**src/rtl/data_make_sched_if.sv**
```systemverilog
// rtl/data_make_sched_if.sv - capture/info requests and builder/sender handshakes of the scheduler
interface data_make_sched_if #(
  parameter int SLOT_NUM = 6
);
  logic                cap_done;
  logic [3:0]          cap_idx;
  logic                info_req;
  logic                make_fs;
  logic                make_fd;
  logic [3:0]          make_btype;
  logic [3:0]          make_idx;
  logic                send_fs;
  logic                send_fd;
  logic [3:0]          send_btype;
  logic [3:0]          send_idx;
  logic [SLOT_NUM-1:0] pend;
  logic                busy;
  logic                ovf;
  logic                tmo;

  modport master (
    input  cap_done, cap_idx, info_req, make_fd, send_fd,
    output make_fs, make_btype, make_idx, send_fs, send_btype, send_idx,
    output pend, busy, ovf, tmo
  );

  modport slave (
    output cap_done, cap_idx, info_req, make_fd, send_fd,
    input  make_fs, make_btype, make_idx, send_fs, send_btype, send_idx,
    input  pend, busy, ovf, tmo
  );
endinterface

```
**src/rtl/data_make_sched.sv**
```systemverilog
// rtl/data_make_sched.sv - one-job-at-a-time scheduler of frame builder and USB sender
// Round-robin over filled capture slots, INFO frames take priority.
module data_make_sched #(
  parameter int          SLOT_NUM    = 6,
  parameter logic [15:0] INFO_PERIOD = 16'd50000,
  parameter logic [15:0] TIMEOUT     = 16'hFFFF
) (
  input logic               clk,
  input logic               rst_n,
  data_make_sched_if.master bus
);
  localparam logic [2:0] IDLE = 3'd0;
  localparam logic [2:0] PICK = 3'd1;
  localparam logic [2:0] MAKE = 3'd2;
  localparam logic [2:0] MREL = 3'd3;
  localparam logic [2:0] SEND = 3'd4;
  localparam logic [2:0] SREL = 3'd5;

  localparam logic [3:0] BT_INFO = 4'h1;
  localparam logic [3:0] BT_DATA = 4'hE;
  localparam logic [SLOT_NUM-1:0] ONE = {{(SLOT_NUM-1){1'b0}}, 1'b1};

  logic [2:0]          state, state_nxt;
  logic [15:0]         timer, wait_cnt;
  logic [SLOT_NUM-1:0] pend, clr_mask, set_mask;
  logic [3:0]          last, sel_idx, btype, idx;
  logic                info_pend, ovf, tmo, make_fs, send_fs;
  logic                sel_found, picking, waiting, tmr_exp, wait_exp;
  logic                cap_ok, cap_ovf, tmo_set;
  int                  j;

  assign picking  = (state == PICK);
  assign waiting  = (state == MAKE) || (state == MREL) || (state == SEND) || (state == SREL);
  assign tmr_exp  = (INFO_PERIOD != 16'd0) && (timer == INFO_PERIOD - 16'd1);
  assign wait_exp = waiting && (wait_cnt == TIMEOUT - 16'd1);
  assign cap_ok   = bus.cap_done && (int'(bus.cap_idx) < SLOT_NUM);
  assign set_mask = cap_ok ? (ONE << bus.cap_idx) : '0;
  assign clr_mask = (picking && !info_pend) ? (ONE << sel_idx) : '0;
  // A set landing on the bit PICK is clearing in the same cycle is not a loss.
  assign cap_ovf  = bus.cap_done && (!cap_ok || (|(pend & set_mask & ~clr_mask)));

  always_comb begin
    sel_found = 1'b0;
    sel_idx   = 4'd0;
    j         = 0;
    for (int k = 1; k <= SLOT_NUM; k++) begin
      j = int'(last) + k;
      if (j >= SLOT_NUM) j = j - SLOT_NUM;
      if (!sel_found && (|(pend & (ONE << j)))) begin
        sel_found = 1'b1;
        sel_idx   = j[3:0];
      end
    end
  end

  always_comb begin
    state_nxt = state;
    tmo_set   = 1'b0;
    if (wait_exp) begin
      state_nxt = IDLE;
      tmo_set   = 1'b1;
    end else begin
      case (state)
        IDLE:    if (info_pend || (|pend)) state_nxt = PICK;
        PICK:    state_nxt = MAKE;
        MAKE:    if (bus.make_fd) state_nxt = MREL;
        MREL:    if (!bus.make_fd) state_nxt = SEND;
        SEND:    if (bus.send_fd) state_nxt = SREL;
        SREL:    if (!bus.send_fd) state_nxt = IDLE;
        default: state_nxt = IDLE;
      endcase
    end
  end

  always_ff @(posedge clk or negedge rst_n) begin
    if (!rst_n) begin
      state     <= IDLE;
      timer     <= 16'd0;
      wait_cnt  <= 16'd0;
      pend      <= '0;
      info_pend <= 1'b0;
      last      <= 4'(SLOT_NUM - 1);
      btype     <= 4'h0;
      idx       <= 4'h0;
      make_fs   <= 1'b0;
      send_fs   <= 1'b0;
      ovf       <= 1'b0;
      tmo       <= 1'b0;
    end else begin
      state    <= state_nxt;
      wait_cnt <= (state_nxt != state || !waiting) ? 16'd0 : wait_cnt + 16'd1;
      if (INFO_PERIOD == 16'd0 || tmr_exp) timer <= 16'd0;
      else                                 timer <= timer + 16'd1;
      pend      <= (pend & ~clr_mask) | set_mask;
      info_pend <= (info_pend && !picking) || bus.info_req || tmr_exp;
      if (picking) begin
        btype <= info_pend ? BT_INFO : BT_DATA;
        idx   <= info_pend ? 4'd0 : sel_idx;
        if (!info_pend) last <= sel_idx;
      end
      make_fs <= (state_nxt == MAKE);
      send_fs <= (state_nxt == SEND);
      ovf     <= ovf || cap_ovf;
      tmo     <= tmo || tmo_set;
    end
  end

  assign bus.make_fs    = make_fs;
  assign bus.make_btype = btype;
  assign bus.make_idx   = idx;
  assign bus.send_fs    = send_fs;
  assign bus.send_btype = btype;
  assign bus.send_idx   = idx;
  assign bus.pend       = pend;
  assign bus.busy       = (state != IDLE);
  assign bus.ovf        = ovf;
  assign bus.tmo        = tmo;
endmodule
```
**src/flat_wrapper.sv**
```systemverilog
// flat-port wrapper written by rule: the top's interface ports become plain ports
module data_make_sched_flat 
#(
  parameter int          SLOT_NUM    = 6,
  parameter logic [15:0] INFO_PERIOD = 16'd50000,
  parameter logic [15:0] TIMEOUT     = 16'hFFFF
)
  (clk, rst_n, bus_cap_done, bus_cap_idx, bus_info_req, bus_make_fd, bus_send_fd, bus_make_fs, bus_make_btype, bus_make_idx, bus_send_fs, bus_send_btype, bus_send_idx, bus_pend, bus_busy, bus_ovf, bus_tmo);
  data_make_sched_if #(.SLOT_NUM(SLOT_NUM)) bus_i ();
  input logic clk;
  input logic rst_n;
  input wire logic [$bits(bus_i.cap_done)-1:0] bus_cap_done;
  input wire logic [$bits(bus_i.cap_idx)-1:0] bus_cap_idx;
  input wire logic [$bits(bus_i.info_req)-1:0] bus_info_req;
  input wire logic [$bits(bus_i.make_fd)-1:0] bus_make_fd;
  input wire logic [$bits(bus_i.send_fd)-1:0] bus_send_fd;
  output wire logic [$bits(bus_i.make_fs)-1:0] bus_make_fs;
  output wire logic [$bits(bus_i.make_btype)-1:0] bus_make_btype;
  output wire logic [$bits(bus_i.make_idx)-1:0] bus_make_idx;
  output wire logic [$bits(bus_i.send_fs)-1:0] bus_send_fs;
  output wire logic [$bits(bus_i.send_btype)-1:0] bus_send_btype;
  output wire logic [$bits(bus_i.send_idx)-1:0] bus_send_idx;
  output wire logic [$bits(bus_i.pend)-1:0] bus_pend;
  output wire logic [$bits(bus_i.busy)-1:0] bus_busy;
  output wire logic [$bits(bus_i.ovf)-1:0] bus_ovf;
  output wire logic [$bits(bus_i.tmo)-1:0] bus_tmo;
  assign bus_i.cap_done = bus_cap_done;
  assign bus_i.cap_idx = bus_cap_idx;
  assign bus_i.info_req = bus_info_req;
  assign bus_i.make_fd = bus_make_fd;
  assign bus_i.send_fd = bus_send_fd;
  assign bus_make_fs = bus_i.make_fs;
  assign bus_make_btype = bus_i.make_btype;
  assign bus_make_idx = bus_i.make_idx;
  assign bus_send_fs = bus_i.send_fs;
  assign bus_send_btype = bus_i.send_btype;
  assign bus_send_idx = bus_i.send_idx;
  assign bus_pend = bus_i.pend;
  assign bus_busy = bus_i.busy;
  assign bus_ovf = bus_i.ovf;
  assign bus_tmo = bus_i.tmo;
  data_make_sched #(.SLOT_NUM(SLOT_NUM), .INFO_PERIOD(INFO_PERIOD), .TIMEOUT(TIMEOUT)) u_core (.clk(clk), .rst_n(rst_n), .bus(bus_i));
endmodule
```
**config.mk**
```make
export PLATFORM = sky130hd
export DESIGN_NAME = data_make_sched_flat
export DESIGN_NICKNAME = d
export VERILOG_FILES = /design/src/rtl/data_make_sched_if.sv /design/src/rtl/data_make_sched.sv /design/src/flat_wrapper.sv
export SDC_FILE = /design/constraint.sdc
export NUM_CORES = 1
export LEC_CHECK = 0
export CORE_ASPECT_RATIO = 1.4
export CORE_MARGIN = 3
export CORE_UTILIZATION = 45
export CTS_CLUSTER_DIAMETER = 150
export CTS_CLUSTER_SIZE = 8
export DETAILED_ROUTE_END_ITERATION = 8
export SYNTH_ARGS = -nofsm -noshare
export SYNTH_HDL_FRONTEND = slang
export SYNTH_SLANG_ARGS = --single-unit
```
**constraint.sdc**
```tcl
create_clock -name clk -period 5.5 [get_ports clk]
set_input_delay 1.1 -clock clk [delete_from_list [all_inputs] [get_ports clk]]
set_output_delay 1.1 -clock clk [all_outputs]
set_load 0.005 [all_outputs]
```
Word-level counts from Yosys, hierarchy flattened
Index checks and enable logic that the tools add are counted.
{"block": "word_totals", "rom_bits": 0, "output_inout_bits": 27, "mem_count": 0, "regBits": 58, "ramBits": 0, "latchBits": 0, "in_bits": 10}
{"block": "classes", "bitwise": 12, "addsub": 14, "div_mod_pow": 0, "n_mul": 0, "order_cmp": 7, "n_shift": 8, "mux": 31, "reduce_logical": 40, "n_eq_ne": 10}
{"op": "$ge A32 B4 Y1 const B", "count": 6}
{"op": "$mux W32", "count": 6}
{"op": "$shl A1 B32 Y6 const A", "count": 6}
{"op": "$sub A32 B4 Y32 const B", "count": 6}
{"op": "$and A6 B6 Y6", "count": 9}
{"op": "$reduce_or A6 Y1", "count": 8}
{"op": "$add A16 B1 Y16 const B", "count": 2}
{"op": "$eq A16 B16 Y1 const B", "count": 2}
{"op": "$mux W16", "count": 2}
{"op": "$mux W4", "count": 8}
{"op": "$mux W3", "count": 6}
{"op": "$pmux W3 S6", "count": 1}
{"op": "$add A4 B3 Y5 const B", "count": 3}
{"op": "$mux W6", "count": 2}
{"op": "$shl A1 B4 Y6 const A", "count": 2}
{"op": "$add A4 B2 Y5 const B", "count": 2}
{"op": "$logic_and A1 B1 Y1", "count": 10}
{"op": "$logic_or A1 B1 Y1", "count": 10}
{"op": "$eq A3 B2 Y1 const B", "count": 3}
{"op": "$eq A3 B3 Y1 const B", "count": 3}
{"op": "$logic_not A1 Y1", "count": 9}
{"op": "$mux W1", "count": 6}
{"op": "$not A6 Y6", "count": 1}
{"op": "$or A6 B6 Y6", "count": 1}
{"op": "other kinds (8)", "count": 8}

Logic depth before layout (Yosys ltp)
Gate-level depths: netlist (run 1).
{"block": "logic_depth", "word_depth": 30, "ltp_mapped": 20}

Worst setup path after synthesis (run 1)
OpenSTA, ideal clock, no wires.
{"block": "synth_timing", "path_type": "register to register", "startpoint": "reg u_core.last[0]", "endpoint": "reg u_core.ovf (netlist: u_core.bus.ovf)", "setup_slack_ns": 0.980, "t_arrival_ns": 4.384, "setup_time_ns": 0.136, "path_stages_with_launch": 20, "cell_sequence": "dfstp_2 buf_6 buf_4 inv_1 ha_1 buf_2 clkbuf_1 a21oi_1 ha_1 clkbuf_1 a2bb2oi_1 o211ai_1 a221o_1 a221oi_4 nor2_2 a32o_1 nor2_2 nand3_1 a311oi_1 o311ai_2"}
{"block": "synth_between", "elab_chain_len": 30, "word_cells_on_any_way": 71, "cone_classes": "add/sub: 12; order compare: 6; shift: 7; mux: 18; bitwise: 8; reduce/logical: 20"}
{"item": "start, declared", "line": "data_make_sched.sv:26", "rtl": "logic [3:0] last, sel_idx, btype, idx;"}
{"item": "start signal, assigned", "line": "data_make_sched.sv:82", "rtl": "last <= 4'(SLOT_NUM - 1);"}
{"item": "start signal, assigned", "line": "data_make_sched.sv:99", "rtl": "if (!info_pend) last <= sel_idx;"}
{"item": "$add A4 B1 Y5", "line": "data_make_sched.sv:47", "rtl": "j = int'(last) + k;"}
{"item": "$sub A32 B4 Y32 or $ge A32 B4 Y1 (tied branches)", "line": "data_make_sched.sv:48", "rtl": "if (j >= SLOT_NUM) j = j - SLOT_NUM;"}
{"item": "$mux W32", "line": "data_make_sched.sv:48"}
{"item": "$shl A1 B32 Y6", "line": "data_make_sched.sv:49", "rtl": "if (!sel_found && (|(pend & (ONE << j)))) begin"}
{"item": "$and A6 B6 Y6", "line": "data_make_sched.sv:49"}
{"item": "$reduce_or A6 Y1", "line": "data_make_sched.sv:49"}
{"item": "$mux W1", "line": "data_make_sched.sv:49"}
{"item": "$logic_not A1 Y1", "line": "data_make_sched.sv:49"}
{"item": "(+14 left out)"}
{"item": "$shl A1 B4 Y6 *", "line": "data_make_sched.sv:38", "rtl": "assign clr_mask = (picking && !info_pend) ? (ONE << sel_idx) : '0;"}
{"item": "$mux W6 *", "line": "data_make_sched.sv:38"}
{"item": "$not A6 Y6 *", "line": "data_make_sched.sv:40", "rtl": "assign cap_ovf = bus.cap_done && (!cap_ok || (|(pend & set_mask & ~clr_mask)));"}
{"item": "$and A6 B6 Y6 *", "line": "data_make_sched.sv:40"}
{"item": "$reduce_or A6 Y1 *", "line": "data_make_sched.sv:40"}
{"item": "$logic_or A1 B1 Y1 *", "line": "data_make_sched.sv:40"}
{"item": "$logic_and A1 B1 Y1 *", "line": "data_make_sched.sv:40"}
{"item": "$logic_or A1 B1 Y1 *", "line": "data_make_sched.sv:103", "rtl": "ovf <= ovf || cap_ovf;"}
{"item": "end signal, assigned", "line": "data_make_sched.sv:103"}
{"item": "end, declared", "line": "data_make_sched.sv:27", "rtl": "logic info_pend, ovf, tmo, make_fs, send_fs;"}
Mark *: on every way between the ends. The rest lies on a longest branch, timed or not.
A chain may end at the register's enable or synchronous reset.

Worst setup path in the final report (run 1)
{"block": "layout_timing", "startpoint": "reg u_core.last[2]", "endpoint": "reg u_core.ovf (netlist: u_core.bus.ovf)"}
The elaborated chain is that of the path after synthesis.

==> summary.txt, run 1 <==
Clock tree
  • Clock network latency to the later pin of the worst-skew pair: 0.30 ns
  • Post-cts gate resize count: 0
  • Total CTS buffers: 5
  • Postcts setup bufs: 0
  • Hold buffer count at cts: 0
  • Clock Path Buffers: 2
  • H-tree Lvls: 2
  • CTS Sinks: 56
  • CTS tree: done
  • Root buf cell: clkbuf_16
  • Clk pin slew, worst setup/hold paths: 0.07 ns

Yosys
  • Mapped cell area: 0.00452 mm²
  • Post-synth EDFFs: 0
  • Sequential area share after synthesis: 31.1%
  • Fraction of registers with async set/reset: 100%
  • Share of the synthesized area in the top cell type: 29.9%
  • Area leader, netlist: dfrtp_1
  • Top-count cell post-synth: dfrtp_1
  • Syn Nets: 558
  • Number of synthesized register bits: 56
  • Synth Flop Type: dfrtp_1
  • Synthesis Warnings: 0
  • Area contributors post-synth: dfrtp_1 (30%), ha_1 (6.6%), nor2_1 (4.3%)
  • Cell variety after synth: 80
  • Most frequent cells after synthesis: dfrtp_1 (54), nor2_1 (52), nand2_1 (48), ha_1 (24)
  • Gate Count Post-Synth: 524
  • Mapped Avg Cell Area: 8.63 µm²

Hold path
  • Hold Crit Class: reg -> reg

Setup path
  • Crit path cell chain: ha_1 > a21oi_1 > xnor2_1 > a21oi_1 > ha_1 > a32oi_1 > a22oi_1 > a221oi_2 > nand3_1 > and3_1 > nor4b_1 > nor3_1 > nand3_1 > a311oi_1 > o311ai_2
  • Crit-path slowest cell: dfstp_2
  • CP endpoint kind: flop
  • Crit path kind: reg -> reg
  • CP max FO: 12
  • WP buf/inv: 0
  • Crit path max-delay family: compound AO/OA/AOI/OAI gates
  • CP startpoint kind: flop
  • Max incr delay on CP: 0.75 ns
  • Arr. time, crit path: 5.15 ns
  • Worst Path Required: 5.67 ns

STA
  • Final hold vios: 0
  • Slew HR: 27.4%
  • Final Max Slew Viols: 0
  • Post-route setup TNS: 0 ns
  • RSZ-0062 raised after global routing: no
  • Period minus WS final: 4.99 ns
  • Finish-stage setup viols: 0
  • Fmax achieved: 201 MHz
  • Fin crit share: 90.7%
  • Slew @ Worst Pin: 1.08 ns
  • Clock skew: 0.00964 ns

GRT
  • Met2 usage: 35.7%
  • Met1 global-route usage: 23.8%
  • Initial antenna violation count: 0
  • Global-route wire length before repair: 18.9 mm
  • Layer with the highest usage: met2
  • Met3 Use GR: 2.30%
  • Grt total ovfl: 0
  • Number of global-route vias before repair: 3876
  • Total track usage: 20.2%
  • Pin count of the biggest net entering global routing: 57

Drt
  • Drt first pass iters: 4
  • Final WL: 11.3 mm
  • Post-route ant nets: 0
  • Via density: 5.80
  • Initial DRC Count: 143
  • # DRC: 0
  • Wirelength per Cell: 16.8 µm
  • Via count: 3904

Flow run
  • Max Cap Violations: 0

Placement
  • Routability cong.: 0.880
  • I/O Buffers: 36
  • Placed cell count: 665
  • DP HPWL: 8.54 mm

Final layout
  • P&R area growth vs syn: 11.7%
  • Share of cells above drive strength 1: 7.21%
  • Non-Filler Instances: 673
  • # nets final: 574
  • Diodes inserted: 0

Floorplan
  • Starting Density: 47.0%
  • Die footprint: 0.0113 mm²
  • # IOs: 37
  • Site Rows: 42
  • Height of the die: 125 µm
  • Die X: 90.7 µm
  • Core ar.: 0.00962 mm²

Status
  • Outcome: finished, final reports clean
==> through the flow <==
stage	setup WS (ns)	utilization [%]	hold slack [ns]	cell area (µm²)
floorplan	0.980	-	0.433	4520
global placement	0.661	50.8	0.454	4890
detailed placement	0.623	50.8	0.454	4890
CTS	0.593	52.5	0.459	5050
global route	0.0822	52.5	0.494	5050
finish	0.514	52.5	0.457	5050
==> logic make-up (layout without fill, tap and decap cells) <==
group / count (synthesis) / in the layout / synth area share [%]
and+or+nand+nor: 211 / 211 / 23.6
AOI/OAI and AO/OA: 119 / 119 / 20.6
buffers and inverters: 57 / 74 / 6.23
DFF: 56 / 56 / 31.1
xor gates and xnor gates: 43 / 43 / 8.75
adders and majority gates: 24 / 24 / 6.64
muxes: 14 / 14 / 3.18
==> layer usage <==
metal / vias up / share of wire, %
li1: 1908 / -
met1: 1902 / 42
met2: 75 / 52
met3: 19 / 2.5
met4: 0 / 3.4
met5: - / 0
==> path summary, 6_finish.rpt <==
kind,startpoint,endpoint,slack [ns],depth (start not counted)
min in group asynchronous,rst_n,u_core.wait_cnt[0],0.92,2
min reg2reg,u_core.timer[0],u_core.timer[0],0.46,1
max reg2reg,u_core.last[2],u_core.bus.ovf,0.51,15
max in group asynchronous,rst_n,u_core.timer[3],4.11,2
min,u_core.timer[0],u_core.timer[0],0.46,1
max,u_core.last[2],u_core.bus.ovf,0.51,15
==> sequential cells by signal, indices dropped and copies added, names as in the netlist, 2 cells and up <==
register	count
u_core.bus.make_btype	2
u_core.bus.make_idx	4
u_core.bus.pend	6
u_core.last	4
u_core.state	3
u_core.timer	16
u_core.wait_cnt	16
==> area by class of cell <==
cell class	count	area, µm²
Fill cell	901	4570
Multi-Input combinational cell	411	2840
Sequential cell	56	1400
Timing Repair Buffer	40	385
Tap cell	132	165
Clock buffer	6	129
Inverter	26	97.6
Clock inverter	2	35.0
==> cell usage in the layout, fill, tap and decap left out, types with 7 or more instances in the layout <==
cell type,count
a21oi_1,19
nand2_1,48
nor2_1,52
dfrtp_1,54
ha_1,24
xnor2_1,20
and3_1,8
o21ai_0,19
nand3_1,21
nor3_1,14
nor2b_1,7
xor2_1,22
nand2b_1,9
a21o_1,9
clkdlybuf4s50_1,35
inv_1,22
nand4_1,15
a22o_1,7
nand3b_1,7
and2_1,7
mux2i_1,11
Power of run 1 is left out: the tool's default activity adds up to more than one toggle a clock period on the data nets, which glitch-free logic cannot reach.
==> inputs of run 2 (changes only) <==
- ABC_CLOCK_PERIOD_IN_PS: unset -> 5500
- CELL_PAD_IN_SITES_DETAIL_PLACEMENT: unset -> 1
- CELL_PAD_IN_SITES_GLOBAL_PLACEMENT: unset -> 1
- PLACE_DENSITY_LB_ADDON: unset -> 0.1
==> run 2 against run 1 <==
  * Design area up 0.22%
  * Global-route usage is 3.0 points higher
  * Cell count increased by 0.15%
  * First-iteration DRC count is 13% higher
  * Core utilization rose by 0.12 points
  * Critical endpoint unchanged
  * Flip-flop and latch count unchanged
  * Setup slack improved by 0.0045 ns
  * Via count is 3.5% higher
  * Die area unchanged
  * Count of clock-buffer cells in the layout decreased by 1
  * Highest routed layer unchanged
  * Wire length grew 13%
  * Fmax about the same
==> summary.txt, run 2 (synthesis results as in run 1) <==
Floorplan
  • # IOs: 37 (unchanged)
  • Height of the die: 125 µm (unchanged)
  • Site Rows: 42 (unchanged)
  • Die footprint: 0.0113 mm² (unchanged)
  • Die X: 90.7 µm (unchanged)
  • Starting Density: 47.0% (unchanged)
  • Core ar.: 0.00962 mm² (unchanged)

STA
  • Post-route setup TNS: 0 ns (unchanged)
  • Slew HR: 20.9% (-6.4 points)
  • Fin crit share: 90.6% (about the same)
  • Final hold vios: 0 (unchanged)
  • RSZ-0062 raised after global routing: no
  • Period minus WS final: 4.98 ns (-0.00453 ns)
  • Slew @ Worst Pin: 1.18 ns (+0.0954 ns)
  • Final Max Slew Viols: 0 (unchanged)
  • Clock skew: 0.00647 ns (-0.00317 ns)
  • Finish-stage setup viols: 0 (unchanged)
  • Fmax achieved: 201 MHz (about the same)

Drt
  • Via density: 5.99 (+3.3%)
  • Final WL: 12.8 mm (+13%)
  • Via count: 4040 (+3.5%)
  • Wirelength per Cell: 19.0 µm (+13%)
  • Drt first pass iters: 6 (+2)
  • Post-route ant nets: 0 (unchanged)
  • # DRC: 0 (unchanged)
  • Initial DRC Count: 161 (+13%)

GRT
  • Global-route wire length before repair: 21.6 mm (+15%)
  • Grt total ovfl: 0 (unchanged)
  • Number of global-route vias before repair: 4368 (+13%)
  • Initial antenna violation count: 0 (unchanged)
  • Total track usage: 23.1% (+3.0 points)
  • Pin count of the biggest net entering global routing: 57 (unchanged)

Final layout
  • Biggest regs: u_core.timer: 16 flops, u_core.wait_cnt: 16 flops, u_core.bus.pend: 6 flops
  • Multi-input gate area: 0.00284 mm² (unchanged)
  • P&R area growth vs syn: 12.0%
  • Diodes inserted: 0 (unchanged)
  • Share of cells above drive strength 1: 7.56% (+0.36 points)
  • Fill cell count: 1158 (+29%)
  • Register Area: 0.00140 mm² (unchanged)
  • Most frequent cells in the layout: dfrtp_1 (54), nor2_1 (52), nand2_1 (48)
  • # nets final: 575 (+0.17%)
  • Commonest non-fill, non-tap cell in the layout: dfrtp_1

Setup path
  • Reg2reg start: u_core.last[2]
  • Worst Reg-to-Reg Cells: 15 (unchanged)
  • Arr. time, crit path: 5.15 ns (about the same)
  • CP startpoint kind: flop
  • Worst R2R End: u_core.bus.ovf
  • CP endpoint kind: flop
  • CP max FO: 12 (unchanged)
  • Max incr delay on CP: 0.76 ns (about the same)
  • Crit-path slowest cell: dfstp_2
  • Setup slack, reg-to-reg: 0.52 ns (about the same)
  • Crit path kind: reg -> reg
  • Crit path cell chain: ha_1 > a21oi_1 > xnor2_1 > a21oi_1 > ha_1 > a21oi_1 > nand3_1 > a221oi_2 > nand3_1 > and3_1 > nor4b_1 > nor3_1 > nand3_1 > a311oi_1 > o311ai_2
  • Worst Path Required: 5.67 ns (about the same)

Hold path
  • WHS Endpoint: u_core.bus.tmo
  • Cell count of the worst hold path: 1 (unchanged)
  • Min-delay src: u_core.bus.tmo
  • Hold Crit Class: reg -> reg

Clock tree
  • Postcts setup bufs: 0 (unchanged)
  • Total CTS buffers: 5 (unchanged)
  • Clock Path Buffers: 2 (unchanged)
  • Root buf cell: clkbuf_16
  • CTS tree: done
  • Clk pin slew, worst setup/hold paths: 0.07 ns (about the same)
  • H-tree Lvls: 2 (unchanged)
  • Post-cts gate resize count: 0 (unchanged)
  • CTS Sinks: 56 (unchanged)
  • Hold buffer count at cts: 0 (unchanged)
  • Clock network latency to the later pin of the worst-skew pair: 0.29 ns (about the same)

Placement
  • DP HPWL: 9.92 mm (+16%)
  • I/O Buffers: 36 (unchanged)
  • Routability cong.: 0.824 (-6.4%)

Flow run
  • Max Cap Violations: 0 (unchanged)

Status
  • Outcome: finished, final reports clean
## run 2: changes by cell type in the layout (fill, tap and decap cells not counted), sizes merged
cell	delta
buf	+1
clkbuf	-1
clkinvlp	+1
## run 2: layer usage
metal / up-vias / track usage, % / share of wire, %
li1: 1917 / - / -
met1: 2021 / 25.0 / 39
met2: 70 / 45.3 / 55
met3: 32 / 1.99 / 2.0
met4: 0 / 9.20 / 3.6
met5: - / 0 / 0
## run 2: cell type report
cell class	count	share of cell area [%]
Clock inverter	3	0.840
Multi-Input combinational cell	411	56.0
Timing Repair Buffer	41	7.76
Tap cell	132	3.26
Sequential cell	56	27.7
Inverter	26	1.93
Clock buffer	5	2.47
## run 2: worst max-delay path, delay by kind of cell, from the launching register on
kind / cells / cell delay [ns]
flops: 1 / 0.76
xor+xnor: 1 / 0.67
simple gates: 6 / 1.39
fa+ha+maj: 2 / 0.77
compound gates: 6 / 1.26
## run 2: worst max-delay path by stage
stage | slack [ns] | cells past startpoint | start | end
final | 0.52 | 15 | u_core.last[2] | u_core.bus.ovf
after global routing | 0.15 | 15 | u_core.last[2] | u_core.bus.ovf
after CTS | 0.54 | 15 | u_core.last[2] | u_core.bus.ovf
after detailed placement | 0.59 | 15 | u_core.last[2] | u_core.bus.ovf
after global placement | 0.78 | 17 | u_core.last[2] | u_core.bus.ovf
after floorplan | 0.98 | 19 | u_core.last[0] | u_core.bus.ovf
## run 2: per-stage QoR
step	setup slack, ns	util (%)	cell area [µm²]	hold slack, ns	std cells
2_1_floorplan	0.980	-	4520	0.433	524
3_3_place_gp	0.784	50.9	4890	0.449	666
3_5_place_dp	0.590	50.9	4890	0.456	666
4_1_cts	0.545	52.6	5060	0.475	674
5_1_grt	0.148	52.6	5060	0.503	674
6_report	0.519	52.6	5060	0.470	674
Power of run 2 is left out for the same reason.
==> inputs of run 3 (changes only) <==
- ABC_CLOCK_PERIOD_IN_PS: 5500 -> 4100
- CAP_MARGIN: unset -> 20
- CORE_UTILIZATION: 45 -> 41
- RECOVER_POWER: unset -> 100
- clock period: 5.5 -> 4.1 ns (I/O delays scaled with it)
==> run 3 against run 2 <==
  * The run now ends with max-capacitance violations, max-slew violations left
  * Sequential share of layout area fell by 3.6 points
  * Cell count rose by 9.5%
  * Core utilization rose by 2.5 points
  * Wire length up 13%
  * Setup slack got worse by 0.44 ns
  * Fmax grew 24%
  * Clock skew fell by 0.00056 ns
  * Design area rose by 15%
  * First-iteration DRC count is 34% lower
  * Via count grew 6.4%
  * Flip-flop and latch count unchanged
  * Global-route usage increased by 0.18 points
  * Largest cell class unchanged
==> summary.txt, run 3 (synthesis results as in run 1) <==
Setup path
  • CP endpoint kind: flop
  • Arr. time, crit path: 4.20 ns (-0.95 ns)
  • Worst R2R End: u_core.bus.ovf
  • CP startpoint kind: flop
  • Reg2reg start: u_core.last[0]
  • Most used cell, CP: buf_4
  • Worst Reg-to-Reg Cells: 18 (+3)
  • Worst Path Required: 4.28 ns (-1.39 ns)
  • Max incr delay on CP: 0.58 ns (-0.18 ns)
  • Crit path kind: reg -> reg
  • CP max FO: 9 (-3)
  • Setup slack, reg-to-reg: 0.08 ns (-0.44 ns)
  • Crit path cell chain: inv_2 > buf_4 > ha_4 > inv_2 > buf_4 > ha_4 > nor2_1 > a32oi_1 > a22oi_1 > a221oi_2 > buf_4 > and3_1 > o21ai_0 > a31o_2 > or2_4 > a41oi_2 > o311a_1 > o311ai_2
  • Crit-path slowest cell: dfstp_2

Hold path
  • Hold Crit Class: reg -> reg
  • Min-delay src: u_core.timer[0]
  • Cell count of the worst hold path: 1 (unchanged)
  • WHS Endpoint: u_core.timer[0]

Clock tree
  • CTS tree: done
  • CTS Sinks: 56 (unchanged)
  • Root buf cell: clkbuf_16
  • Clk pin slew, worst setup/hold paths: 0.07 ns (about the same)
  • H-tree Lvls: 2 (unchanged)
  • Clock network latency to the later pin of the worst-skew pair: 0.30 ns (about the same)
  • Clock Path Buffers: 2 (unchanged)
  • Hold buffer count at cts: 0 (unchanged)
  • Total CTS buffers: 5 (unchanged)

Floorplan
  • Site Rows: 44 (+4.8%)
  • # IOs: 37 (unchanged)
  • Height of the die: 130 µm (+4.5%)
  • Die footprint: 0.0123 mm² (+9.2%)
  • Core ar.: 0.0106 mm² (+9.9%)
  • Starting Density: 42.8% (-4.2 points)
  • Die X: 94.7 µm (+4.4%)

STA
  • Final hold vios: 0 (unchanged)
  • Finish-stage setup viols: 0 (unchanged)
  • Fmax achieved: 249 MHz (+24%)
  • Slew HR: -11.4% (-32 points)
  • Clock skew: 0.00591 ns (-0.000565 ns)
  • Slew @ Worst Pin: 1.67 ns (+0.494 ns)
  • Final Max Slew Viols: 32 (+32)
  • Period minus WS final: 4.02 ns (-0.959 ns)
  • Post-route setup TNS: 0 ns (unchanged)
  • Fin crit share: 98.1% (+7.5 points)
  • Final worst-path setup slack: 0.0780 ns (-0.441 ns)

Placement
  • Routability cong.: 0.872 (+5.9%)
  • Pre-CTS setup slack: -0.222 ns (-0.812 ns)
  • I/O Buffers: 36 (unchanged)
  • Area post-placement: 0.00521 mm² (+6.5%)
  • DP HPWL: 10.4 mm (+4.5%)

Final layout
  • # nets final: 633 (+10%)
  • Most frequent cells in the layout: buf_4 (52), dfrtp_1 (52), nor2_1 (51)
  • Multi-input gate area: 0.00312 mm² (+9.9%)
  • Register Area: 0.00141 mm² (+0.18%)
  • Fill cell count: 1267 (+9.4%)
  • Core Util, Final: 55.1% (+2.5 points)
  • Diodes inserted: 0 (unchanged)
  • Share of cells above drive strength 1: 23.0% (+15 points)
  • Biggest regs: u_core.timer: 16 flops, u_core.wait_cnt: 16 flops, u_core.bus.pend: 6 flops
  • Final Cell Area: 0.00583 mm² (+15%)
  • P&R area growth vs syn: 28.9%

Flow run
  • Max Cap Violations: 1 (+1)

GRT
  • Pin count of the biggest net entering global routing: 47 (-18%)
  • Initial antenna violation count: 0 (unchanged)
  • Number of global-route vias before repair: 4542 (+4.0%)
  • Grt total ovfl: 0 (unchanged)
  • Total track usage: 23.3% (+0.18 points)
  • Global-route wire length before repair: 22.8 mm (+5.4%)

Drt
  • Wirelength per Cell: 19.6 µm (+3.5%)
  • Via density: 5.82 (-2.9%)
  • Initial DRC Count: 107 (-34%)
  • Via count: 4297 (+6.4%)
  • Final WL: 14.5 mm (+13%)
  • Post-route ant nets: 0 (unchanged)
  • Drt first pass iters: 4 (-2)
  • # DRC: 0 (unchanged)

Status
  • Outcome: finished, violations left
  • Failing checks: max-capacitance violations, max-slew violations
run 3: routing by layer:
layer | part of all wire, % | GRT usage (%)
met5 | 0 | 0
met4 | 3.5 | 9.86
met3 | 2.5 | 2.31
met2 | 56 | 45.4
met1 | 38 | 25.0
run 3: stage by stage:
stage	instances	hold slack, ns
after floorplan	524	0.433
after global placement	708	0.446
after detailed placement	709	0.459
after CTS	719	0.468
after global routing	738	0.481
final	738	0.460
run 3: how the worst max path moves through the flow:
| stage | start | to | slack (ns) | depth (start not counted) |
|---|---|---|---|---|
| floorplan | u_core.last[0] | u_core.bus.ovf | 0.02 | 18 |
| global placement | u_core.last[1] | u_core.bus.ovf | -0.02 | 17 |
| detailed placement | u_core.last[2] | u_core.bus.ovf | -0.22 | 17 |
| CTS | u_core.last[2] | u_core.bus.ovf | 0.003 | 18 |
| global route | u_core.last[2] | u_core.bus.ovf | -0.03 | 17 |
| finish | u_core.last[0] | u_core.bus.ovf | 0.08 | 18 |
run 3: layout make-up:
cell class	instances	area share, %
multi-input cells	411	53.5
flip-flops and latches	56	24.1
repair buffers	99	14.8
well taps	138	2.96
clock buffers	6	2.21
inverters	26	1.80
clock inverters	2	0.601
run 3: timing repair:
item	CTS	global route
hold endpoints to repair	0	0
endpoints found under the setup margin	5	10
cloned	0	0
pin swaps	4	26
buffers inserted	2	18
resized for setup	12	53
run 3: critical path: cells and delay by family (launching register included):
family | cells | cell delay (ns)
AO/OA/AOI/OAI | 8 | 1.52
buffers and inverters | 5 | 0.63
adder cells (fa/ha/maj) | 2 | 0.63
flip-flops | 1 | 0.58
AND/OR/NAND/NOR | 3 | 0.53
Power of run 3 is left out for the same reason.
